### src/rtl/prog_imem_if.sv
// Program instruction memory bus.
// Groups the program-load, clear, fetch request and fetch result signals of
// prog_imem into one bundle.
//   master : drives Load_En/Load_Addr/Load_Data, Clear_Req, Fetch_Req/Read_Address;
//            observes instruction, Instr_Valid, Addr_Err, Load_Err, Busy.
//   slave  : the memory side (prog_imem), the mirror image of master.
interface prog_imem_if #(
  parameter int DATA_W = 8,
  parameter int ADDR_W = 8
);
  logic              Load_En;
  logic [ADDR_W-1:0] Load_Addr;
  logic [DATA_W-1:0] Load_Data;
  logic              Clear_Req;
  logic              Fetch_Req;
  logic [ADDR_W-1:0] Read_Address;
  logic [DATA_W-1:0] instruction;
  logic              Instr_Valid;
  logic              Addr_Err;
  logic              Load_Err;
  logic              Busy;

  modport master (
    output Load_En, Load_Addr, Load_Data, Clear_Req, Fetch_Req, Read_Address,
    input  instruction, Instr_Valid, Addr_Err, Load_Err, Busy
  );

  modport slave (
    input  Load_En, Load_Addr, Load_Data, Clear_Req, Fetch_Req, Read_Address,
    output instruction, Instr_Valid, Addr_Err, Load_Err, Busy
  );
endinterface

### src/rtl/prog_imem.sv
// Program instruction memory.
// A DEPTH x DATA_W register array that is written by a program-load port,
// swept to FILL_WORD by a clear request (one word per cycle) and read by a
// fetch port with one cycle of latency.
// Ports:
//   clk  : single clock, all state changes on its rising edge
//   rst  : synchronous active-high reset; clears memory, FSM and outputs
//   bus  : prog_imem_if.slave
//          Load_En/Load_Addr/Load_Data  program-load write
//          Clear_Req                    start a sweep of all words to FILL_WORD
//          Fetch_Req/Read_Address       fetch request
//          instruction/Instr_Valid/Addr_Err  registered fetch result
//          Load_Err                     sticky out-of-range load flag
//          Busy                         combinational fetch back-pressure
module prog_imem #(
  parameter int                DATA_W    = 8,
  parameter int                ADDR_W    = 8,
  parameter int                DEPTH     = 32,
  parameter logic [DATA_W-1:0] FILL_WORD = {DATA_W{1'b0}}
) (
  input  logic        clk,
  input  logic        rst,
  prog_imem_if.slave  bus
);

  localparam int CNT_W = (DEPTH > 1) ? $clog2(DEPTH) : 1;
  // DEPTH widened by one bit so that DEPTH == 2**ADDR_W still compares correctly.
  localparam logic [ADDR_W:0]  DEPTH_A  = (ADDR_W + 1)'(DEPTH);
  localparam logic [CNT_W-1:0] LAST_IDX = CNT_W'(DEPTH - 1);

  typedef enum logic [0:0] {
    ST_IDLE  = 1'b0,
    ST_CLEAR = 1'b1
  } state_t;

  state_t              state_r;
  state_t              state_nxt_s;
  logic [CNT_W-1:0]    sweep_cnt_r;
  logic [DATA_W-1:0]   mem_r [DEPTH];

  logic                busy_s;
  logic                load_in_range_s;
  logic                fetch_in_range_s;
  logic                load_ok_s;
  logic                load_bad_s;
  logic                clear_start_s;
  logic                clear_wr_s;
  logic                fetch_ok_s;
  logic [CNT_W-1:0]    load_idx_s;
  logic [CNT_W-1:0]    fetch_idx_s;

  logic [DATA_W-1:0]   instruction_r;
  logic                instr_valid_r;
  logic                addr_err_r;
  logic                load_err_r;

  // Only the low CNT_W bits are used to index; the range check guards the rest.
  assign load_idx_s  = bus.Load_Addr[CNT_W-1:0];
  assign fetch_idx_s = bus.Read_Address[CNT_W-1:0];

  // FSM state register.
  always_ff @(posedge clk) begin
    if (rst) begin
      state_r <= ST_IDLE;
    end else begin
      state_r <= state_nxt_s;
    end
  end

  // FSM next-state logic; a clear request during a sweep does not restart it.
  always_comb begin
    state_nxt_s = state_r;
    case (state_r)
      ST_IDLE: begin
        if (bus.Clear_Req) begin
          state_nxt_s = ST_CLEAR;
        end else begin
          state_nxt_s = ST_IDLE;
        end
      end
      ST_CLEAR: begin
        if (sweep_cnt_r == LAST_IDX) begin
          state_nxt_s = ST_IDLE;
        end else begin
          state_nxt_s = ST_CLEAR;
        end
      end
      default: state_nxt_s = ST_IDLE;
    endcase
  end

  // FSM output decode: write enables, load error strobe and fetch back-pressure.
  always_comb begin
    busy_s           = 1'b0;
    load_ok_s        = 1'b0;
    load_bad_s       = 1'b0;
    clear_start_s    = 1'b0;
    clear_wr_s       = 1'b0;
    load_in_range_s  = ({1'b0, bus.Load_Addr} < DEPTH_A);
    fetch_in_range_s = ({1'b0, bus.Read_Address} < DEPTH_A);
    case (state_r)
      ST_IDLE: begin
        // A load in the same cycle as a clear request still completes.
        busy_s        = bus.Load_En | bus.Clear_Req;
        load_ok_s     = bus.Load_En & load_in_range_s;
        load_bad_s    = bus.Load_En & ~load_in_range_s;
        clear_start_s = bus.Clear_Req;
      end
      ST_CLEAR: begin
        busy_s     = 1'b1;
        clear_wr_s = 1'b1;
      end
      default: begin
        busy_s = 1'b0;
      end
    endcase
    // Busy already covers every write, so an accepted fetch never races a write.
    fetch_ok_s = bus.Fetch_Req & ~busy_s;
  end

  // Sweep counter: zeroed on entry to CLEAR, stepped once per swept word.
  always_ff @(posedge clk) begin
    if (rst) begin
      sweep_cnt_r <= {CNT_W{1'b0}};
    end else if (clear_start_s) begin
      sweep_cnt_r <= {CNT_W{1'b0}};
    end else if (clear_wr_s) begin
      if (sweep_cnt_r == LAST_IDX) begin
        sweep_cnt_r <= {CNT_W{1'b0}};
      end else begin
        sweep_cnt_r <= sweep_cnt_r + {{(CNT_W-1){1'b0}}, 1'b1};
      end
    end else begin
      sweep_cnt_r <= sweep_cnt_r;
    end
  end

  // Storage array: reset fill, sweep write, or program-load write.
  always_ff @(posedge clk) begin
    if (rst) begin
      for (int i = 0; i < DEPTH; i++) begin
        mem_r[i] <= FILL_WORD;
      end
    end else if (clear_wr_s) begin
      mem_r[sweep_cnt_r] <= FILL_WORD;
    end else if (load_ok_s) begin
      mem_r[load_idx_s] <= bus.Load_Data;
    end
  end

  // Fetch result registers; instruction holds when no fetch is accepted.
  always_ff @(posedge clk) begin
    if (rst) begin
      instruction_r <= FILL_WORD;
      instr_valid_r <= 1'b0;
      addr_err_r    <= 1'b0;
    end else if (fetch_ok_s) begin
      instr_valid_r <= 1'b1;
      if (fetch_in_range_s) begin
        instruction_r <= mem_r[fetch_idx_s];
        addr_err_r    <= 1'b0;
      end else begin
        instruction_r <= FILL_WORD;
        addr_err_r    <= 1'b1;
      end
    end else begin
      instruction_r <= instruction_r;
      instr_valid_r <= 1'b0;
      addr_err_r    <= 1'b0;
    end
  end

  // Sticky out-of-range load flag, cleared only by reset.
  always_ff @(posedge clk) begin
    if (rst) begin
      load_err_r <= 1'b0;
    end else if (load_bad_s) begin
      load_err_r <= 1'b1;
    end else begin
      load_err_r <= load_err_r;
    end
  end

  assign bus.instruction = instruction_r;
  assign bus.Instr_Valid = instr_valid_r;
  assign bus.Addr_Err    = addr_err_r;
  assign bus.Load_Err    = load_err_r;
  assign bus.Busy        = busy_s;

endmodule

### src/flat_wrapper.sv
// flat-port wrapper written by rule: the top's interface ports become plain ports
module prog_imem_flat 
#(
  parameter int                DATA_W    = 8,
  parameter int                ADDR_W    = 8,
  parameter int                DEPTH     = 32,
  parameter logic [DATA_W-1:0] FILL_WORD = {DATA_W{1'b0}}
)
  (clk, rst, bus_Load_En, bus_Load_Addr, bus_Load_Data, bus_Clear_Req, bus_Fetch_Req, bus_Read_Address, bus_instruction, bus_Instr_Valid, bus_Addr_Err, bus_Load_Err, bus_Busy);
  prog_imem_if #(.DATA_W(DATA_W), .ADDR_W(ADDR_W)) bus_i ();
  input  logic clk;
  input  logic rst;
  input wire logic [$bits(bus_i.Load_En)-1:0] bus_Load_En;
  input wire logic [$bits(bus_i.Load_Addr)-1:0] bus_Load_Addr;
  input wire logic [$bits(bus_i.Load_Data)-1:0] bus_Load_Data;
  input wire logic [$bits(bus_i.Clear_Req)-1:0] bus_Clear_Req;
  input wire logic [$bits(bus_i.Fetch_Req)-1:0] bus_Fetch_Req;
  input wire logic [$bits(bus_i.Read_Address)-1:0] bus_Read_Address;
  output wire logic [$bits(bus_i.instruction)-1:0] bus_instruction;
  output wire logic [$bits(bus_i.Instr_Valid)-1:0] bus_Instr_Valid;
  output wire logic [$bits(bus_i.Addr_Err)-1:0] bus_Addr_Err;
  output wire logic [$bits(bus_i.Load_Err)-1:0] bus_Load_Err;
  output wire logic [$bits(bus_i.Busy)-1:0] bus_Busy;
  assign bus_i.Load_En = bus_Load_En;
  assign bus_i.Load_Addr = bus_Load_Addr;
  assign bus_i.Load_Data = bus_Load_Data;
  assign bus_i.Clear_Req = bus_Clear_Req;
  assign bus_i.Fetch_Req = bus_Fetch_Req;
  assign bus_i.Read_Address = bus_Read_Address;
  assign bus_instruction = bus_i.instruction;
  assign bus_Instr_Valid = bus_i.Instr_Valid;
  assign bus_Addr_Err = bus_i.Addr_Err;
  assign bus_Load_Err = bus_i.Load_Err;
  assign bus_Busy = bus_i.Busy;
  prog_imem #(.DATA_W(DATA_W), .ADDR_W(ADDR_W), .DEPTH(DEPTH), .FILL_WORD(FILL_WORD)) u_core (.clk(clk), .rst(rst), .bus(bus_i));
endmodule
### config.mk
export PLATFORM = sky130hd
export DESIGN_NAME = prog_imem_flat
export DESIGN_NICKNAME = d
export VERILOG_FILES = /design/src/rtl/prog_imem_if.sv /design/src/rtl/prog_imem.sv /design/src/flat_wrapper.sv
export SDC_FILE = /design/constraint.sdc
export NUM_CORES = 1
export LEC_CHECK = 0
export ABC_AREA = 0
export CORE_MARGIN = 1.5
export CORE_UTILIZATION = 50
export DETAILED_ROUTE_END_ITERATION = 10
export PLACE_DENSITY = 0.68
export SYNTH_ARGS = -nofsm -noshare
export SYNTH_HDL_FRONTEND = slang
export SYNTH_SLANG_ARGS = --single-unit
### constraint.sdc
create_clock -name clk -period 3.33 [get_ports clk]
set_clock_uncertainty 0.05 [all_clocks]
set_input_delay 0.8325 -clock clk [delete_from_list [all_inputs] [get_ports clk]]
set_output_delay 0.8325 -clock clk [all_outputs]
set_load 0.03 [all_outputs]
Word level (Yosys, flattened, before mapping)
Memory sizes are Yosys's and may differ from the RTL's.
Cells that the tools add are included.
- register bits after elaboration: 17
- memory bits (writable): 256
- input port bits: 29
- memories: 1
- add/subtract/negate cells: 1
- $lt $le $gt $ge: 2
- equality and inequality tests: 1
- multiplexer cells: 27
- bitwise logic cells: 8
- reduce and logical (&&, ||, !) cells: 4
- memories (memory ; depth ; width ; rd ports ; clocked after Yosys merged registers in ; write ports ; RTL line ; text):
    u_core.mem_r ; 32 ; 8 ; 1 ; 0 ; 32 ; prog_imem.sv:39 ; logic [DATA_W-1:0] mem_r [DEPTH];
- operators with widths (operator ; count):
    8-bit two-way mux ; 3
    1-bit two-way mux ; 19
    8-bit by 6-bit < comparator with 1-bit output (second input constant) ; 2
    8-bit OR reduction ; 2
    5-bit two-way mux ; 3
    5-bit by 1-bit adder with 5-bit output (second input constant) ; 1
    5-bit == test (second input constant) ; 1
    1-bit inverter ; 4
    1-bit one-hot mux with 2 select lines ; 2
    2-bit OR reduction ; 2
    1-bit AND ; 3
    1-bit bitwise OR ; 1

Depth between registers and ports, before layout
Gate-level depths: netlist (run 1).
- depth in word-level cells: 9
- mapped depth: 7
- mapped depth without buffers: 6

Least setup slack after synthesis (run 1)
No wires, ideal clock.
- path kind: input to register
- start: in bus_Load_Addr[6]
- end: mem u_core.mem_r[25][0], enable pin
- library setup time: 0.384 ns
- data arrival time: 2.835 ns
- path slack: 0.061 ns
- stages on the path: 5
- path buffers: 1
- path through: or3_1 > clkbuf_1 > nor4_2 > a31oi_1 > o21ai_0
- RTL lines (element ; RTL line ; text):
    from (decl) ; flat_wrapper.sv:14 ; input wire logic [$bits(bus_i.Load_Addr)-1:0] bus_Load_Addr;
    to (decl) ; prog_imem.sv:39 ;

Worst setup path after layout (run 1)
- start: in bus_Load_En
- end: out bus_Busy
- longest elaborated chain between the ends: 2
- ends and longest elaborated chain (element ; RTL line ; text):
    from (decl) ; flat_wrapper.sv:13 ; input wire logic [$bits(bus_i.Load_En)-1:0] bus_Load_En;
    1-bit bitwise OR ; prog_imem.sv:104 ; busy_s = bus.Load_En | bus.Clear_Req;
    1-bit one-hot mux with 2 select lines ; prog_imem.sv:101 ; case (state_r)
    to (decl) ; flat_wrapper.sv:23 ; output wire logic [$bits(bus_i.Busy)-1:0] bus_Busy;
Every way passes these cells.

==> results of run 1 <==
-- state kept, by name (all words and copies together), names as in the netlist --
register	count
u_core.bus.instruction	8
u_core.bus.Load_Err	1
u_core.bus.Instr_Valid	1
u_core.mem_r	256
u_core.state_r	1
u_core.bus.Addr_Err	1
u_core.sweep_cnt_r	5
-- final cells by class --
class | count | share of cell area [%]
clock buffers | 32 | 4.95
repair buffers | 143 | 8.68
inverters | 7 | 0.177
well taps | 324 | 2.72
clock inverters | 17 | 1.03
flip-flops and latches | 273 | 54.0
multi-input cells | 617 | 28.5
-- path summary, 6_finish.rpt --
check / depth (start not counted) / to / slack (ns)
max: 3 / bus_Busy / 0.19
min: 2 / u_core.bus.Load_Err$_SDFFE_PP0P_ / 0.44
max reg2reg: 6 / u_core.mem_r[0][5]$_SDFFCE_PN0P_ / 0.72
min reg2reg: 2 / u_core.bus.Load_Err$_SDFFE_PP0P_ / 0.44
-- worst max-delay path: stages --
cell,delay [ns]
clkdlybuf4s50_1,0.46
or3_1,0.36
clkdlybuf4s50_1,0.60
-- stage by stage --
stage	hold slack, ns	setup WS, ns	std cells
final	0.436	0.187	1413
after global routing	0.453	0.131	1413
after CTS	0.433	0.186	1413
after detailed placement	0.414	-0.0342	1364
after global placement	0.412	0.00638	1364
after floorplan	0.527	0.0609	952
-- routing by layer --
layer,wire (microns),global-route usage (%),vias up
met5,0,0,-
met4,768,7.49,0
met3,2560,4.03,54
met2,15200,40.8,372
met1,13500,35.4,4144
li1,-,-,3809
-- placed cells by master, fill, tap and decap left out, drive strengths merged, types with 30 or more instances in the layout --
cell type,count
clkbuf,32
clkdlybuf4s50,38
buf,105
o21ai,30
nand2,76
edfxtp,256
nor2,230
mux4,40
mux2i,56
a21oi,46
-- power by group through the flow --
stage / Sequential [uW] / Clock (uW) / Combinational (uW)
6_report: 3900 / 3060 / 537
4_1_cts: 3900 / 3090 / 537
2_1_floorplan: 3950 / 0 / 313
3_5_place_dp: 3970 / 0 / 534
3_3_place_gp: 3960 / 0 / 531
5_1_grt: 3910 / 3230 / 570
-- logic make-up (layout without fill, tap and decap cells) --
kind of cell,count (synthesis),in the layout,synth area share (%)
flops,273,273,64.1
fa+ha+maj,2,2,0.200
compound gates,134,134,7.97
buf+inv,62,199,2.13
simple gates,383,383,13.8
mux,96,96,11.7
xor+xnor,2,2,0.140
==> metrics, run 1 <==
status=finished, final reports clean; HP Class=reg2reg; P_int=roughly 5900 uW; average size of a mapped cell=between 10 and 15 sq um; PD cells=slightly above 500 nW/um^2; area of the core=24,500 sq um; Pins Over Slew Limit=0; crit path time final=approximately 3.1 ns; PortBufs=40; CP Data Required Time=2.45 ns; Cell Area, Synth=12,500 sq um; Synth top area share=~60%; Routed WL per cell=about 23 microns; Power, Total=between 7000 and 8000 uW; Static Leak=0.00498 uW; area of the multi-input gates=4240 sq um; largest fanout on the critical path=5; initial antenna violation count=0; max_cap viols=0; DR vias=8,379; TritonCTS clock tree=built; first-pass GRT wire length=49,100 microns; Worst Setup SP=bus_Load_En; sequential share of power=52.0%; largest net degree at the start of global routing=28; DRT Pass-1 Iters=5; TritonCTS Buffers=29; top post-synthesis cells by count=edfxtp_1, nor2_1, nand2_1; Max Fclk=318 MHz; drt drc=0; synthesized net count=983; Crit Path Class=in2out; actual slew at the worst max-slew pin=0.732 ns; vias in the first global route=8,270; period utilization=around 94%; Switching Fraction=21.4%; Filler Cell Count=1,925; post-route ant nets=0; clock buffer depth=3; Ant. Diodes=0; Synth area leader=edfxtp_1; io pins=41; All-Layer GR Usage=25.2%; Synth cell types=56; Clock transition at path regs=about 0.060 ns; Initial Util=around half; CTS Hold Bufs=0; Hold Vio Cnt, Final=0; Nets=1,102; worst skew pair latency=approximately 0.54 ns; Startpoint Class=input pin; CTS H-tree depth=1; Die Area=~26,000 sq um; switching power total=1610 uW; Yosys reg bits=273; Storage cell area=between 8000 and 9000 sq um; Post-CTS Setup Inserts=0; critical path capture point type=output port; Final GP Congestion=0.903; maximum vdd ir drop=~0.00040 V; Vias/cell=5.93; area grow syn2layout=18.8%; Die Width=161 microns; synthesized instance count=952; dominant synthesized flop cell=edfxtp_1; row count=57; Seq/Total Area, Yosys=64.1%; asr flop ratio synth=0%; beginning of the worst register-to-register path=u_core.state_r$_SDFF_PP0_; # setup viols final=0; clock sinks=273; clock share of power=40.8%; Worst Path Arrival=2.26 ns; hold path start=u_core.bus.Load_Err$_SDFFE_PP0P_; Design Area, Final=roughly 15,000 sq um; RSZ-0062 raised after global routing=false; Final Util=60.8%; DP Area=14,000 sq um; slew margin rel.=51.1%; gr ovfl total=0; die height=approximately 160 microns; synth warn=0; layout cells sized above 1=21.2%; initial DRC count=slightly below 900; DP Wirelength=22,600 microns; routed wire length=around 32,000 microns; Total Neg Setup Slack=0 ns; number of synthesized flops with an enable pin=256; Post-CTS Resized=0; Logic pwr share=approximately 7%; ranking of synthesized cells by area=edfxtp_1, mux4_2, nor2_1, mux2i_1, dfxtp_1; CTS root buf=clkbuf_16; count leader, synth=edfxtp_1
No activity file was read; power rests on OpenSTA's default activity.
==> inputs of run 2 (changes only) <==
--- a/config.mk
+++ b/config.mk
@@ -6,10 +6,10 @@
 export NUM_CORES = 1
 export LEC_CHECK = 0
 export ABC_AREA = 0
-export CORE_MARGIN = 1.5
+export CORE_MARGIN = 2
 export CORE_UTILIZATION = 50
 export DETAILED_ROUTE_END_ITERATION = 10
-export PLACE_DENSITY = 0.68
+export PLACE_DENSITY = 0.7
 export SYNTH_ARGS = -nofsm -noshare
 export SYNTH_HDL_FRONTEND = slang
 export SYNTH_SLANG_ARGS = --single-unit
==> run 2 against run 1 <==
Effect of this change:
- die area grew 1.2%
- power grew 1.3%
- first-iteration DRC count rose by 6.1%
- flip-flop and latch count did not move
- clock-buffer cell count rose by 3
- critical path type unchanged
- critical path depth stayed put
- cell count increased by 0.35%
- final area grew 0.40%
- via count increased by 0.51%
==> metrics, run 2 (same netlist as run 1, synthesis figures left out) <==
Crit Path Class=in2out; gr ovfl total=0; Pins Over Slew Limit=0; area of the core=24,500 sq um; WHS=around 0.42 ns; DP Area=around 14,000 sq um; HP Class=reg2reg; commonest non-fill, non-tap cell in the layout=edfxtp_1; Die Width=162 microns; Nets=between 1,000 and 1,500; PortBufs=40; Final GP Congestion=approximately 0.88; slew margin rel.=59.7%; clock buffer depth=3; initial DRC count=between 900 and 1,000; DP Wirelength=22,400 microns; area grow syn2layout=19.3%; CTS Hold Bufs=0; Filler Cell Count=roughly 1,900; largest fanout on the critical path=5; slowest cell delay on critical path=0.60 ns; area of the multi-input gates=4240 sq um; die height=approximately 160 microns; Die Area=between 20,000 and 30,000 sq um; worst-path cell chain=clkdlybuf4s50_1 -> or3_1 -> clkdlybuf4s50_1; io pins=41; TritonCTS clock tree=built; layout cells sized above 1=a little over a fifth; Static Leak=0.00501 uW; Post-CTS Setup Inserts=0; status=finished, final reports clean; Post-CTS Resized=0; Routed WL per cell=22.4 microns; CTS H-tree depth=1; DR vias=8,422; CP Data Required Time=~2.5 ns; largest net degree at the start of global routing=41; period utilization=94.2%; routed wire length=31,700 microns; initial antenna violation count=0; max_cap viols=0; CP dominant cell by count=clkdlybuf4s50_1; CTS root buf=clkbuf_16; critical path capture point type=output port; vias in the first global route=8,330; row count=57; Biggest register=u_core.mem_r; Startpoint Class=input pin; number of flip-flops in the largest register=256; drt drc=0; # setup viols final=0; most frequent cells in the layout=edfxtp_1, nor2_1, buf_4; Vias/cell=a little under 6; Worst path top cell family by delay=buffers and inverters; Total Neg Setup Slack=0 ns; post-route ant nets=0; All-Layer GR Usage=24.7%; Design Area, Final=14,900 sq um; DRT Pass-1 Iters=6; maximum vdd ir drop=0.000495 V; TritonCTS Buffers=29; Storage cell area=8030 sq um; Max Fclk=319 MHz; RSZ-0062 raised after global routing=false; Ant. Diodes=0; actual slew at the worst max-slew pin=between 0.5 and 0.6 ns; Clock transition at path regs=0.05 ns; worst path buffer plus inverter count=2; PD cells=509 nW/um^2; worst skew pair latency=roughly 0.55 ns; Worst Path Arrival=2.26 ns; Initial Util=51.2%; Hold Vio Cnt, Final=0; Slowest cell on crit path=clkdlybuf4s50_1; clock sinks=273; crit path time final=3.14 ns; first-pass GRT wire length=48,700 microns
[run 2: final cells by class]
cell class / instances / area share (%)
Sequential cell: 273 / 53.7
Multi-Input combinational cell: 617 / 28.4
Timing Repair Buffer: 147 / 8.85
Clock buffer: 35 / 5.01
Tap cell: 324 / 2.71
Clock inverter: 15 / 1.15
Inverter: 7 / 0.176
[run 2: path summary, 6_finish.rpt]
path | start | end | slack, ns | cells past startpoint
worst max register to register | u_core.state_r$_SDFF_PP0_ | u_core.mem_r[0][3]$_SDFFCE_PN0P_ | 0.74 | 6
worst min-delay path | u_core.bus.Load_Err$_SDFFE_PP0P_ | u_core.bus.Load_Err$_SDFFE_PP0P_ | 0.42 | 2
worst min register to register | u_core.bus.Load_Err$_SDFFE_PP0P_ | u_core.bus.Load_Err$_SDFFE_PP0P_ | 0.42 | 2
worst max-delay path | bus_Load_En | bus_Busy | 0.19 | 3
[run 2: where the power goes]
part / switching, uW / internal (uW)
clock network: 1260 / 1890
registers: 41.3 / 3850
logic: 311 / 237
total: 1620 / 5980
[run 2: per-layer routing]
metal | GRT usage [%] | up-vias | part of all wire (%) | wire (microns)
met4 | 8.13 | 0 | 3.6 | 1130
met5 | 0 | - | 0 | 0
li1 | - | 3830 | - | -
met3 | 5.01 | 77 | 8.5 | 2690
met2 | 39.5 | 370 | 48 | 15100
met1 | 34.2 | 4145 | 40 | 12800
[run 2: worst reg2reg max path, cell delays in order, from the launching register on]
cell and delay (ns):
dfxtp_1 0.60, or4b_2 0.65, o21ai_0 0.27, a32oi_2 0.15, buf_4 0.20, o21ai_0 0.17
buf_4 0.21
[run 2: stage by stage]
stage	std cells	setup WS [ns]	power (uW)	utilization, %
2_1_floorplan	952	0.0609	4270	-
3_3_place_gp	1368	0.0302	4500	57.3
3_5_place_dp	1368	-0.0161	4510	57.3
4_1_cts	1418	0.189	7620	61.1
5_1_grt	1418	0.162	7780	61.1
6_report	1418	0.192	7600	61.1
